--- config.mk ---
export PLATFORM = sky130hd
export DESIGN_NAME = hazard_forward_unit
export DESIGN_NICKNAME = d
export VERILOG_FILES = /design/src/rtl/hazard_forward_unit_pkg.sv /design/src/rtl/hazard_forward_unit_fwd_sel_unit.sv /design/src/rtl/hazard_forward_unit.sv
export SDC_FILE = /design/constraint.sdc
export NUM_CORES = 1
export LEC_CHECK = 0
export CAP_MARGIN = 30
export CELL_PAD_IN_SITES_DETAIL_PLACEMENT = 0
export CELL_PAD_IN_SITES_GLOBAL_PLACEMENT = 1
export CORE_MARGIN = 8
export CORE_UTILIZATION = 28
export DETAILED_ROUTE_END_ITERATION = 16
export DONT_BUFFER_PORTS = 1
export GPL_ROUTABILITY_DRIVEN = 0
export GPL_TIMING_DRIVEN = 0
export HOLD_SLACK_MARGIN = 0.1
export PLACE_DENSITY = 0.58
export REMOVE_ABC_BUFFERS = 1
export SYNTH_ARGS = -nofsm -noshare
export SYNTH_HDL_FRONTEND = slang
export SYNTH_HIERARCHICAL = 1
export SYNTH_SLANG_ARGS = --single-unit
--- constraint.sdc ---
create_clock -name clk -period 6.89 [get_ports clk]
set_clock_uncertainty 0.15 [all_clocks]
set_input_delay 1.0335 -clock clk [delete_from_list [all_inputs] [get_ports clk]]
set_output_delay 1.0335 -clock clk [all_outputs]
set_load 0.05 [all_outputs]
--- src/rtl/hazard_forward_unit_pkg.sv ---
// Shared encodings for the hazard/forwarding unit and the EX operand muxes.
package hazard_forward_unit_pkg;

  localparam int unsigned FWD_W = 2;
  localparam int unsigned REM_W = 4;

  localparam logic [FWD_W-1:0] FWD_RF  = 2'b00;
  localparam logic [FWD_W-1:0] FWD_WB  = 2'b01;
  localparam logic [FWD_W-1:0] FWD_MEM = 2'b10;

  typedef enum logic {
    IDLE     = 1'b0,
    LU_STALL = 1'b1
  } fsm_state_e;

endpackage

--- src/rtl/hazard_forward_unit_fwd_sel_unit.sv ---
// Single-source forwarding select: EX/MEM beats MEM/WB, and r0 is never forwarded.
module fwd_sel_unit
  import hazard_forward_unit_pkg::*;
#(
  parameter int unsigned REG_AW = 5
) (
  input  logic [REG_AW-1:0] rs_i,
  input  logic [REG_AW-1:0] ex_mem_rd_i,
  input  logic              ex_mem_reg_write_i,
  input  logic [REG_AW-1:0] mem_wb_rd_i,
  input  logic              mem_wb_reg_write_i,
  output logic [FWD_W-1:0]  sel_c_o
);

  logic mem_hit_c;
  logic wb_hit_c;

  assign mem_hit_c = ex_mem_reg_write_i && (ex_mem_rd_i != '0) && (ex_mem_rd_i == rs_i);
  assign wb_hit_c  = mem_wb_reg_write_i && (mem_wb_rd_i != '0) && (mem_wb_rd_i == rs_i);

  always_comb begin
    sel_c_o = FWD_RF;
    if (mem_hit_c) begin
      sel_c_o = FWD_MEM;
    end else if (wb_hit_c) begin
      sel_c_o = FWD_WB;
    end
  end

endmodule

--- src/rtl/hazard_forward_unit.sv ---
// Operand forwarding selects, load-use stall/bubble sequencing and a stall counter.
module hazard_forward_unit
  import hazard_forward_unit_pkg::*;
#(
  parameter int unsigned REG_AW     = 5,
  parameter int unsigned NUM_SRC    = 2,
  parameter int unsigned LOAD_STALL = 1,
  parameter int unsigned CNT_W      = 16
) (
  input  logic                        clk,
  input  logic                        rst_n,
  input  logic [NUM_SRC*REG_AW-1:0]   id_rs,
  input  logic [NUM_SRC-1:0]          id_rs_vld,
  input  logic [NUM_SRC*REG_AW-1:0]   ex_rs,
  input  logic [REG_AW-1:0]           id_ex_rd,
  input  logic                        id_ex_mem_read,
  input  logic [REG_AW-1:0]           ex_mem_rd,
  input  logic                        ex_mem_reg_write,
  input  logic [REG_AW-1:0]           mem_wb_rd,
  input  logic                        mem_wb_reg_write,
  input  logic                        hold,
  input  logic                        flush,
  input  logic                        cnt_clr,
  output logic [FWD_W*NUM_SRC-1:0]    fwd_sel,
  output logic                        stall,
  output logic                        bubble,
  output logic [CNT_W-1:0]            stall_cnt
);

  fsm_state_e       state_q, state_d;
  logic [REM_W-1:0] rem_q, rem_d;
  logic [CNT_W-1:0] cnt_q, cnt_d;
  logic             hit_c;
  logic             src_match_c;
  logic             stall_raw_c, bubble_raw_c;
  logic             stall_c, bubble_c;

  // Forwarding stays purely combinational so hold/flush never mask it.
  for (genvar i = 0; i < NUM_SRC; i++) begin : g_src
    fwd_sel_unit #(
      .REG_AW(REG_AW)
    ) u_fwd_sel (
      .rs_i               (ex_rs[i*REG_AW +: REG_AW]),
      .ex_mem_rd_i        (ex_mem_rd),
      .ex_mem_reg_write_i (ex_mem_reg_write),
      .mem_wb_rd_i        (mem_wb_rd),
      .mem_wb_reg_write_i (mem_wb_reg_write),
      .sel_c_o            (fwd_sel[i*FWD_W +: FWD_W])
    );
  end

  always_comb begin
    src_match_c = 1'b0;
    for (int i = 0; i < int'(NUM_SRC); i++) begin
      if (id_rs_vld[i] && (id_rs[i*REG_AW +: REG_AW] == id_ex_rd)) begin
        src_match_c = 1'b1;
      end
    end
    hit_c = id_ex_mem_read && (id_ex_rd != '0) && src_match_c;
  end

  // Priority: flush, then hold, then the load-use sequence.
  always_comb begin
    state_d      = state_q;
    rem_d        = rem_q;
    stall_raw_c  = 1'b0;
    bubble_raw_c = 1'b0;
    if (flush) begin
      bubble_raw_c = 1'b1;
      state_d      = IDLE;
      rem_d        = '0;
    end else if (hold) begin
      stall_raw_c  = 1'b1;
    end else begin
      case (state_q)
        IDLE: begin
          if (hit_c) begin
            stall_raw_c  = 1'b1;
            bubble_raw_c = 1'b1;
            if (LOAD_STALL > 1) begin
              state_d = LU_STALL;
              rem_d   = REM_W'(LOAD_STALL - 1);
            end
          end
        end
        LU_STALL: begin
          stall_raw_c  = 1'b1;
          bubble_raw_c = 1'b1;
          if (rem_q <= REM_W'(1)) begin
            state_d = IDLE;
            rem_d   = '0;
          end else begin
            rem_d   = rem_q - REM_W'(1);
          end
        end
        default: begin
          state_d = IDLE;
          rem_d   = '0;
        end
      endcase
    end
  end

  // Outputs are held low for the whole reset window, not just at the next edge.
  assign stall_c  = rst_n & stall_raw_c;
  assign bubble_c = rst_n & bubble_raw_c;

  always_comb begin
    cnt_d = cnt_q;
    if (cnt_clr) begin
      cnt_d = '0;
    end else if (stall_c && (cnt_q != '1)) begin
      cnt_d = cnt_q + CNT_W'(1);
    end
  end

  always_ff @(posedge clk or negedge rst_n) begin
    if (!rst_n) begin
      state_q <= IDLE;
      rem_q   <= '0;
    end else begin
      state_q <= state_d;
      rem_q   <= rem_d;
    end
  end

  always_ff @(posedge clk or negedge rst_n) begin
    if (!rst_n) begin
      cnt_q <= '0;
    end else begin
      cnt_q <= cnt_d;
    end
  end

  assign stall     = stall_c;
  assign bubble    = bubble_c;
  assign stall_cnt = cnt_q;

endmodule
==> flow_summary.yaml <==
timing:
  period_share_pct: 54.88
  maxSlewHeadroom_pct: 32.96
  fin_crit_ps: 3781
  max_freq_mhz: 264.5
  hold_violations: 0
  setup_viol: 0
  tns_ps: 0
  rsz0062_at_grt: "no"
  worstMarginPinSlew_ps: 1004
  drv_slew: 0
drt:
  dr.pass1.iters: 4
  wl_per_cell_um: 16.53
  routed_wl_um: 4282
  drtIter0Drc: 57
  ant_nets: 0
  via_per_inst: 5.459
  drc: 0
  vias: 1414
worst_setup_path:
  crit_family: "simple AND/OR/NAND/NOR gates"
  startpoint_type: "input port"
  r2r.worst_path.cells: 6
  path_depth: 5
  cp.required_ps: 5710
  slowest_delay_ps: 790
  setup.worst_path.end_class: "output pin"
  worstSetupPathType: "in2out"
  path_max_fanout: 8
  cp.arrival_ps: 2600
  slowest_stage: "nor2_1"
  path_cells: "xnor2_1 > nand4_1 > o22ai_1 > a211oi_4 > nor2_1"
  crit_buf_inv: 0
synth:
  synth_cells: 189
  yosysTopAreaCellShare_pct: 31.72
  synth-simple-area-share_pct: 28.02
  yosysWarnings: 6
  synth_seq_cells: 21
  yosys-top-cells-area: "dfrtp_1 32%, xnor2_1 11%, a21oi_1 6.3%"
  synth_xor_xnor_area_share_pct: 13.75
  synth-adder-area-share_pct: 2.266
  yosys.area.top_type: "dfrtp_1"
  syn-cell-area_um2: 1657
  synth_edf_count: 0
  synth_compound_area_share_pct: 18.43
  synth_flop_cell: "dfrtp_1"
  synthDistinctLibCells: 36
  synth_top_family_by_area: "simple AND/OR/NAND/NOR gates"
  avgSynthCellArea_um2: 8.765
  synth_async_sr_flop_share_pct: 100.0
  yosysSeqAreaShare_pct: 31.72
  synth.area.mux_share_pct: 1.360
grt:
  grtUsageTotal_pct: 9.902
  grt_overflow: 0
  antenna_found_initial: 0
  grt_max_degree: 31
  grt_pass1_vias: 1410
  grt_pass1_wl_um: 7093
die:
  coreArea_um2: 5816
  fp.dieW_um: 92.92
  die_area_um2: 8634
  die_h_um: 92.92
  num_rows: 28
  initial_core_util_pct: 28.49
  io_pins: 67
cells_and_area:
  fin_nets: 233
  fillerInstances: 627
  final_util_pct: 30.19
  layout_common_cells: "21 x a21oi_1, 21 x dfrtp_1, 20 x xnor2_1, 14 x or4_1"
  antennaDiodeCount: 0
  final_area_um2: 1755
  drive_gt1_share_pct: 7.065
  syn_to_final_growth_pct: 5.967
clock_network:
  cts_inserted_buffers: 3
  ctsHoldBuffers: 0
  cts_sinks: 21
  clock_path_buffers: 2
  postCtsSetupRepairBufs: 0
  clk_latency_ps: 260
  root_buffer: "clkbuf_8"
  cts-resized-gates: 0
  htreeDepth: 1
  cts_tree: "built"
  clkTransAtPathRegs_ps: 80
place:
  postPlaceCellArea_um2: 1710
  dpl.hpwl_um: 3322
  portBuffers: 0
power:
  ir_drop_mv: 0.05416
  p_leak_nw: 0.5746
  p_per_area_nw_per_um2: 136.9
run:
  maxCapViolations: 0
worst_hold_path:
  hold_path.class: "in2async"
outcome:
  outcome: "finished clean"
-- final timing paths --
kind | startpoint | slack (ps) | end
min in group clk | rem_q[1] | 400 | rem_q[1]
worst max-delay path | id_ex_rd[2] | 3110 | stall
worst min-delay path | rst_n | 310 | stall_cnt[7]
max in group asynchronous | rst_n | 6210 | state_q
worst max register to register | stall_cnt[8] | 3970 | stall_cnt[13]
worst min register to register | rem_q[1] | 400 | rem_q[1]
-- metal layers --
layer  global-route usage (%)  part of all wire, %
met5                        0                    0
met4                    3.221                 0.89
met3                    4.935                   13
met2                    15.38                   44
met1                    11.58                   41
-- synthesized netlist by cell type, types with 2 or more instances --
cell type and n:
a211oi_2 3, a21oi_1 21, and3_4 2, and4_1 2
buf_2 2, buf_4 4, clkbuf_1 2, dfrtp_1 21
ha_1 3, inv_1 3, mux2_1 2, nand2_1 11
nand2b_1 2, nand3_1 11, nand4_1 3, nor2_1 12
nor2b_1 2, nor3_1 9, nor3_2 2, nor3b_1 2
nor4_1 4, o21a_1 2, o21ai_0 2, o31ai_1 12
o41ai_2 2, or4_1 14, xnor2_1 20, xor2_1 6
-- kinds of logic (layout without fill, tap and decap cells) --
group | Yosys count | in the layout
adder cells (fa/ha/maj) | 3 | 3
buffers and inverters | 13 | 8
AO/OA/AOI/OAI | 44 | 44
XOR/XNOR | 26 | 26
multiplexers | 2 | 2
flip-flops | 21 | 21
AND/OR/NAND/NOR | 80 | 80
-- metrics by stage --
stage | power [mW] | setup WS (ps) | hold slack, ps | instances
floorplan | 0.1558 | 2595 | 350.4 | 179
global placement | 0.1598 | 1992 | 395.7 | 254
detailed placement | 0.1616 | 3116 | 400.2 | 255
CTS | 0.2456 | 3103 | 297.3 | 259
global route | 0.2526 | 3011 | 291.0 | 259
finish | 0.2403 | 3109 | 307.9 | 259
-- state kept, by name (all words and copies together) (netlist names) --
name	cells
state_q	1
rem_q	4
stall_cnt	16
-- worst register-to-register path, stage by stage, from the launching register on --
cell,delay (ps)
dfrtp_1,720
and4_1,360
and3_4,210
and3_4,180
a31o_1,720
nor3_1,130
mux2_1,340
-- final cells by class --
cell class / count / area (µm²) / share of cell area, %
repair buffers: 1 / 15.01 / 0.8553
clock buffers: 4 / 45.04 / 2.566
well taps: 75 / 93.84 / 5.346
multi-input cells: 155 / 1065 / 60.66
inverters: 3 / 11.26 / 0.6415
flip-flops and latches: 21 / 525.5 / 29.94
-- report_power, final --
group / leakage, nW / switching [mW] / internal [mW] / total [mW]
logic: 0.259 / 0.0174 / 0.0162 / 0.0335
clock network: 0.0228 / 0.0402 / 0.0412 / 0.0814
registers: 0.293 / 0.00194 / 0.123 / 0.125
total: 0.575 / 0.0595 / 0.181 / 0.240
Power figures use the tool's default switching activity.
